**src/rtl/mips_defs_pkg.sv**
```systemverilog
// Shared constants and types for the MIPS front end.
package mips_defs;

  localparam logic [31:0] RESET_PC_DEF   = 32'hBFC0_0000;
  localparam logic [31:0] EXC_VECTOR_DEF = 32'hBFC0_0380;
  localparam logic [31:0] NOP_INSTR      = 32'h0000_0000;

  // BOOT issues the reset-vector read; RUN is normal sequencing.
  typedef enum logic {
    ST_BOOT = 1'b0,
    ST_RUN  = 1'b1
  } fetch_state_e;

  // Instruction addresses must be word aligned.
  function automatic logic is_word_aligned(input logic [31:0] addr);
    return (addr[1:0] == 2'b00);
  endfunction

endpackage

```
**src/rtl/if_fetch_stage_npc_mux.sv**
```systemverilog
// Next-PC priority select: boot, exception, ERET, stall, branch, sequential.
module npc_mux
  import mips_defs::*;
#(
  parameter logic [31:0] RESET_PC   = RESET_PC_DEF,
  parameter logic [31:0] EXC_VECTOR = EXC_VECTOR_DEF
) (
  input  logic        i_boot,
  input  logic        i_exc_flush,
  input  logic        i_eret_flush,
  input  logic        i_en,
  input  logic        i_branch_taken,
  input  logic [31:0] i_branch_target,
  input  logic [31:0] i_epc,
  input  logic [31:0] i_pc,
  output logic [31:0] o_npc
);

  // Priority chain; flushes beat a stall, and a stalled branch is dropped
  // because ID holds it and will present it again.
  always_comb begin
    // NOTE: o_npc gets a default before any branch so no path can leave it
    // unassigned and infer a latch.
    o_npc = i_pc + 32'd4;
    if (i_boot)              o_npc = RESET_PC;
    else if (i_exc_flush)    o_npc = EXC_VECTOR;
    else if (i_eret_flush)   o_npc = i_epc;
    else if (!i_en)          o_npc = i_pc;
    else if (i_branch_taken) o_npc = i_branch_target;
  end

endmodule

```
**src/rtl/if_fetch_stage.sv**
```systemverilog
// Instruction-fetch stage: owns pc_F, drives the synchronous instruction
// SRAM with the next PC and produces the IF/ID payload.
module if_fetch_stage
  import mips_defs::*;
#(
  parameter logic [31:0] RESET_PC   = RESET_PC_DEF,
  parameter logic [31:0] EXC_VECTOR = EXC_VECTOR_DEF
) (
  input  logic        clk,
  input  logic        rst,
  input  logic        En,
  input  logic        Branch_Taken,
  input  logic [31:0] Branch_Target,
  input  logic        Is_Branch_D,
  input  logic        Exc_Flush,
  input  logic        Eret_Flush,
  input  logic [31:0] EPC,
  input  logic [31:0] inst_sram_rdata,
  output logic        inst_sram_en,
  output logic [3:0]  inst_sram_wen,
  output logic [31:0] inst_sram_addr,
  output logic [31:0] inst_sram_wdata,
  output logic [31:0] Instr_F,
  output logic [31:0] N_PC4_D,
  output logic [31:0] N_PC8_D,
  output logic [31:0] N_debug_pc_D,
  output logic        PC_EXC_IF,
  output logic        Delay_Next,
  output logic        flush_FD
);

  fetch_state_e r_state;
  fetch_state_e w_state_next;
  logic [31:0]  r_pc_f;
  logic         r_fetch_valid;
  logic [31:0]  w_npc;
  logic         w_boot;
  logic         w_redirect;

  assign w_boot     = (r_state == ST_BOOT);
  assign w_redirect = Exc_Flush | Eret_Flush;

  npc_mux #(
    .RESET_PC   (RESET_PC),
    .EXC_VECTOR (EXC_VECTOR)
  ) u_npc_mux (
    .i_boot          (w_boot),
    .i_exc_flush     (Exc_Flush),
    .i_eret_flush    (Eret_Flush),
    .i_en            (En),
    .i_branch_taken  (Branch_Taken),
    .i_branch_target (Branch_Target),
    .i_epc           (EPC),
    .i_pc            (r_pc_f),
    .o_npc           (w_npc)
  );

  // FSM next state: BOOT lasts exactly one cycle, RUN is terminal.
  always_comb begin
    w_state_next = r_state;
    if (r_state == ST_BOOT) w_state_next = ST_RUN;
  end

  // PC, state and fetch-valid registers; reset discards any in-flight read.
  always_ff @(posedge clk or negedge rst) begin
    if (!rst) begin
      r_state       <= ST_BOOT;
      r_pc_f        <= RESET_PC;
      r_fetch_valid <= 1'b0;
    end else begin
      // NOTE: state registers use non-blocking assignments so every flop
      // samples pre-edge values regardless of statement order.
      r_state       <= w_state_next;
      r_pc_f        <= w_npc;
      r_fetch_valid <= w_boot ? 1'b1 : !w_redirect;
    end
  end

  // SRAM request: address is the next PC; misaligned addresses issue no read.
  assign inst_sram_addr  = w_npc;
  assign inst_sram_en    = rst && is_word_aligned(w_npc);
  assign inst_sram_wen   = 4'b0000;
  assign inst_sram_wdata = 32'h0000_0000;

  // IF/ID payload for the instruction at pc_F.
  assign PC_EXC_IF    = !is_word_aligned(r_pc_f);
  assign Instr_F      = (r_fetch_valid && !PC_EXC_IF) ? inst_sram_rdata : NOP_INSTR;
  assign N_debug_pc_D = r_pc_f;
  assign N_PC4_D      = r_pc_f + 32'd4;
  assign N_PC8_D      = r_pc_f + 32'd8;
  assign flush_FD     = w_boot | w_redirect;
  assign Delay_Next   = Is_Branch_D && (r_state == ST_RUN) && !flush_FD;

endmodule

```
**config.mk**
```make
export PLATFORM = sky130hd
export DESIGN_NAME = if_fetch_stage
export DESIGN_NICKNAME = d
export VERILOG_FILES = /design/src/rtl/mips_defs_pkg.sv /design/src/rtl/if_fetch_stage_npc_mux.sv /design/src/rtl/if_fetch_stage.sv
export SDC_FILE = /design/constraint.sdc
export NUM_CORES = 1
export LEC_CHECK = 0
export ABC_AREA = 1
export ABC_CLOCK_PERIOD_IN_PS = 2000
export BUFFER_PORTS_ARGS = -buffer_cell sky130_fd_sc_hd__buf_2
export CAP_MARGIN = 20
export CORE_AREA = 2 2 117 119
export DETAILED_ROUTE_END_ITERATION = 7
export DIE_AREA = 0 0 119 121
export SETUP_SLACK_MARGIN = 0.02
export SLEW_MARGIN = 30
export SYNTH_ARGS = -nofsm -noshare
export SYNTH_HDL_FRONTEND = slang
export SYNTH_SLANG_ARGS = --single-unit
```
**constraint.sdc**
```tcl
create_clock -name clk -period 2 [get_ports clk]
set_input_delay 0.3 -clock clk [delete_from_list [all_inputs] [get_ports clk]]
set_output_delay 0.3 -clock clk [all_outputs]
set_load 0.005 [all_outputs]
```
* Word-level counts from Yosys, hierarchy flattened
Cells that the tools add are included.
Operators by class: reduce and logical (&&, ||, !) cells 9, add/sub/neg operators 2, bitwise gates (word level) 3, multiplexer cells 7
Operators by type and width (count):
- 32-bit two-way mux | 6
- 32-bit by 3-bit adder with 32-bit output (second input constant) | 1
- 32-bit by 4-bit adder with 32-bit output (second input constant) | 1
- 1-bit logical AND | 4
- 2-bit zero test | 2
- 1-bit zero test | 3
- 1-bit OR | 2
- 1-bit two-way mux | 1
- 1-bit inverter | 1
Word-level totals: bits in registers 34

* Longest topological paths before layout
depth after elaboration 8, depth in mapped cells 12, gate-level depth less buffers 12

* Modules after synthesis
Synthesis repeated with hierarchy kept, for this count alone.
Unflattened totals: cell total of the unflattened synthesis 898, area total of the unflattened synthesis 4946.0 µm²
Modules (own cells, without submodules):
- if_fetch_stage | times used 1, cells an instance 435, sequential area each 862.1 µm², area each 2822.7 µm²
- npc_mux | times used 1, cells an instance 463, sequential area each 0.0 µm², area each 2123.3 µm²

* Least setup slack after synthesis
Ideal clock, no wire load.
path type reg2out, start register r_pc_f[4] (netlist: N_debug_pc_D[4]), end output port inst_sram_addr[7], stages on the path, launching flop included 9, path slack 0.157 ns, required time 1.700 ns, arrival 1.543 ns, path through dfrtp_1 > ha_1 > nand3_4 > nor2_1 > xor2_1 > nand2_1 > nand2_1 > nand2_1 > a21oi_1
On the way: cells in the longest elaborated chain, start to end 6
Ends and longest elaborated chain:
- from (decl) | line if_fetch_stage.sv:34 | logic [31:0] r_pc_f;
- from (signal assigned) | line if_fetch_stage.sv:74 | r_pc_f <= w_npc;
- 32-bit by 3-bit adder with 32-bit output
- named net N_PC4_D[7] | line if_fetch_stage.sv:24 | output logic [31:0] N_PC4_D,
- 32-bit two-way mux | line if_fetch_stage_npc_mux.sv:29 | else if (i_branch_taken) o_npc = i_branch_target;
- 32-bit two-way mux | line if_fetch_stage_npc_mux.sv:28 | else if (!i_en) o_npc = i_pc;
- 32-bit two-way mux | line if_fetch_stage_npc_mux.sv:27 | else if (i_eret_flush) o_npc = i_epc;
- 32-bit two-way mux | line if_fetch_stage_npc_mux.sv:26 | else if (i_exc_flush) o_npc = EXC_VECTOR;
- 32-bit two-way mux | line if_fetch_stage_npc_mux.sv:25 | if (i_boot) o_npc = RESET_PC;
- to (decl) | line if_fetch_stage.sv:21 | output logic [31:0] inst_sram_addr,
The timed path passes the listed nets, and every way through them passes these cells.

* Final worst setup path
start register r_pc_f[3] (netlist: N_debug_pc_D[3]), end output port inst_sram_addr[30]
On the way: cells in the longest elaborated chain, start to end 6
Ends and longest elaborated chain:
- 32-bit by 3-bit adder with 32-bit output | line if_fetch_stage_npc_mux.sv:24 | o_npc = i_pc + 32'd4;
- 32-bit two-way mux | line if_fetch_stage_npc_mux.sv:29
- 32-bit two-way mux | line if_fetch_stage_npc_mux.sv:28
- 32-bit two-way mux | line if_fetch_stage_npc_mux.sv:27
- 32-bit two-way mux | line if_fetch_stage_npc_mux.sv:26
- 32-bit two-way mux | line if_fetch_stage_npc_mux.sv:25
Every way passes these cells.

==> impl_metrics.csv <==
group,metric,value,unit
status,outcome,"complete, but fails checks",
status,violations,"negative setup slack",
synth,syn_avg_cell_area,5.98,um^2
global_routing,grt_usage,23.9,%
timing,rsz0062_at_grt,"yes",
clocking,cts-root-buf,"clkbuf_16",
clocking,tritoncts,"built",
routing,wire_per_inst,15.3,um
setup_path,worstPathArrival,1.94,ns
placement,gp_congestion,0.886,
synth,ys_seq_elements,34,
synth,synthCells,650,
routing,viasPerCell,4.40,
die,rows,42,
setup_path,critPathLaunchType,"flip-flop",
synth,synthDistinctLibCells,36,
layout,num-nets-final,1092,
pwr,ir_drop,286,uV
timing,worstMarginPinSlew,0.511,ns
timing,drv_slew,0,
layout,layout_common_cells,"buf_2 (260), nand2_1 (137), inv_1 (94)",
die,die_h,121,um
synth,synth_area_leader_cell,"dfrtp_1",
setup_path,slowest_delay,0.44,ns
synth,ys_seq_area_share,22.2,%
setup_path,crit_required,1.70,ns
timing,hold_viol,0,
setup_path,r2r_setup_slack,0.33,ns
synth,synth_edf_count,0,
placement,port_buffers,266,
setup_path,cp_max_fo,7,
global_routing,grt_max_degree,35,
layout,area_growth,69.5,%
pwr,power.total,0.00259,W
die,start_util,29.7,%
clocking,clk_pin_slew,0.06,ns
die,die_w,119,um
timing,timing.hold.ws,0.198,ns
setup_path,crit_slowest_cell,"dfrtp_2",
layout,final_layout_size_suffix_gt1_share,51.0,%
routing,vias,5129,
clocking,cts_sinks,34,
pwr,cellLeakagePower,3.76,nW
timing,fin_crit_sh,112,%
setup_path,worstReg2RegEnd,"N_debug_pc_D[23]",
routing,drt-initial-drc-count,282,
timing,setup_tns,-7.49,ns
synth,synth_ff_type,"dfrtp_1",
die,die_area,14400,um^2
synth,netlist_top_cells_area,"dfrtp_1 (16%), nand2_1 (16%), inv_1 (9.8%), nor2_1 (8.4%), buf_4 (8.3%)",
timing,finClkSkew,0.00534,ns
global_routing,overflow,0,
global_routing,grt_pass1_vias,4910,
routing,antenna_left,0,
synth,async_reset_ff_share,100,%
setup_path,r2r-start,"N_debug_pc_D[7]",
global_routing,grt_pass1_wl,26.5,mm
setup_path,reg2reg_depth,11,
timing,worst_slack,-0.239,ns
routing,drtPass1Iterations,5,
synth,synth_top_cell_area_share,16.1,%
synth,syn_area,3880,um^2
flow_run,drv_cap,0,
die,io_pins,303,
clocking,cts_max_level,2,
global_routing,antenna_found_initial,1,
placement,hpwl,13.9,mm
routing,wl,17.8,mm
timing,final.min_clock_period,2.24,ns
setup_path,crit_type,"flip-flop to output pin",
placement,pre_cts_ws,-0.0929,ns
setup_path,crit_top_cell,"nand3_1",
setup_path,endpoint,"inst_sram_addr[30]",
synth,yosys_warnings,0,
pwr,cellPowerDensity,393,nW/um^2
timing,fmax,0.447,GHz
clocking,cts_made_buffers,5,
layout,final_common_cell,"buf_2",
setup_path,cp_cell_sequence,"ha_4, nand3_4, inv_4, nand2_8, nor2_8, nand3_1, nand3_1, nand2_1, a21oi_2, buf_2",
worst_hold_path,hold_class,"input pin to asynchronous set/reset pin",
timing,report.final.setup_viol,56,
clocking,cts.path.max_buffers,2,
setup_path,cp-end-kind,"output pin",
routing,remaining_drc_errors,0,
clocking,insertion_delay,0.30,ns
timing,relSlewSlack,65.9,%
die,coreArea,13100,um^2
setup_path,startpoint,"N_debug_pc_D[3]",
flip-flops by register name (all words and copies together), names as in the netlist:
register / cells
r_fetch_valid: 1
r_state: 1
N_debug_pc_D: 32
worst max-delay path, delay by kind of cell, from the launching register on:
family | cells | cell delay, ns
and+or+nand+nor | 6 | 0.63
DFF | 1 | 0.44
buffers and inverters | 2 | 0.25
adders and majority gates | 1 | 0.17
AOI/OAI and AO/OA | 1 | 0.13
synth_stat cells, drive strengths merged, types with 7 or more instances:
| master | number |
|---|---|
| and2 | 7 |
| nand2 | 171 |
| nand3 | 29 |
| xor2 | 34 |
| o21ai | 47 |
| nor2 | 97 |
| dfrtp | 25 |
| a21oi | 45 |
| clkbuf | 12 |
| dfstp | 9 |
| inv | 103 |
| buf | 49 |
logic make-up after synthesis:
| family | Yosys count | synth area share (%) |
|---|---|---|
| AND/OR/NAND/NOR | 309 | 34.4 |
| buffers and inverters | 166 | 20.6 |
| AO/OA/AOI/OAI | 101 | 13.7 |
| XOR/XNOR | 35 | 7.89 |
| flip-flops | 34 | 22.2 |
| adder cells (fa/ha/maj) | 3 | 0.966 |
| other | 2 | 0.193 |
stage by stage:
step / cells / area [um^2] / util, %
detailed placement: 1120 / 5610 / 42.8
CTS: 1152 / 6290 / 48.1
floorplan: 685 / 4020 / -
global route: 1163 / 6580 / 50.3
global placement: 1120 / 5610 / 42.8
finish: 1165 / 6590 / 50.3
routing by layer:
metal	track usage (%)	share of wire, %
met1	28.9	42
met2	41.9	50
met3	4.84	6.1
met4	8.85	2.4
met5	0	0
final cells by class:
cell class | count | area [um^2]
multi-input combinational | 485 | 2830
tap | 176 | 220
sequential | 34 | 877
antenna | 2 | 5.00
timing repair buffer | 355 | 2110
clock inverter | 1 | 5.00
clock buffer | 7 | 143
fill | 1363 | 6500
inverter | 105 | 399
power by group:
part / switching (W) / internal [W]
Combinational: 0.000527 / 0.000446
Clock: 0.000336 / 0.000495
Sequential: 0.0000520 / 0.000735
Total: 0.000915 / 0.00168
worst min-delay path by stage:
stage / from / endpoint / slack [ns]
2_1_floorplan: rst / N_debug_pc_D[0] / 0.004
3_3_place_gp: r_state / r_fetch_valid / 0.48
3_5_place_dp: r_state / r_fetch_valid / 0.50
4_1_cts: rst / N_debug_pc_D[30] / 0.21
5_1_grt: rst / N_debug_pc_D[30] / 0.24
6_report: rst / N_debug_pc_D[30] / 0.20
timing repair:
item / CTS / global route
hold buffers: 0 / 0
pin swaps: 37 / 24
buffers inserted: 25 / 11
endpoints found under the setup margin: 77 / 77
gates resized for setup: 105 / 61
(Power assumes the default switching activity.)
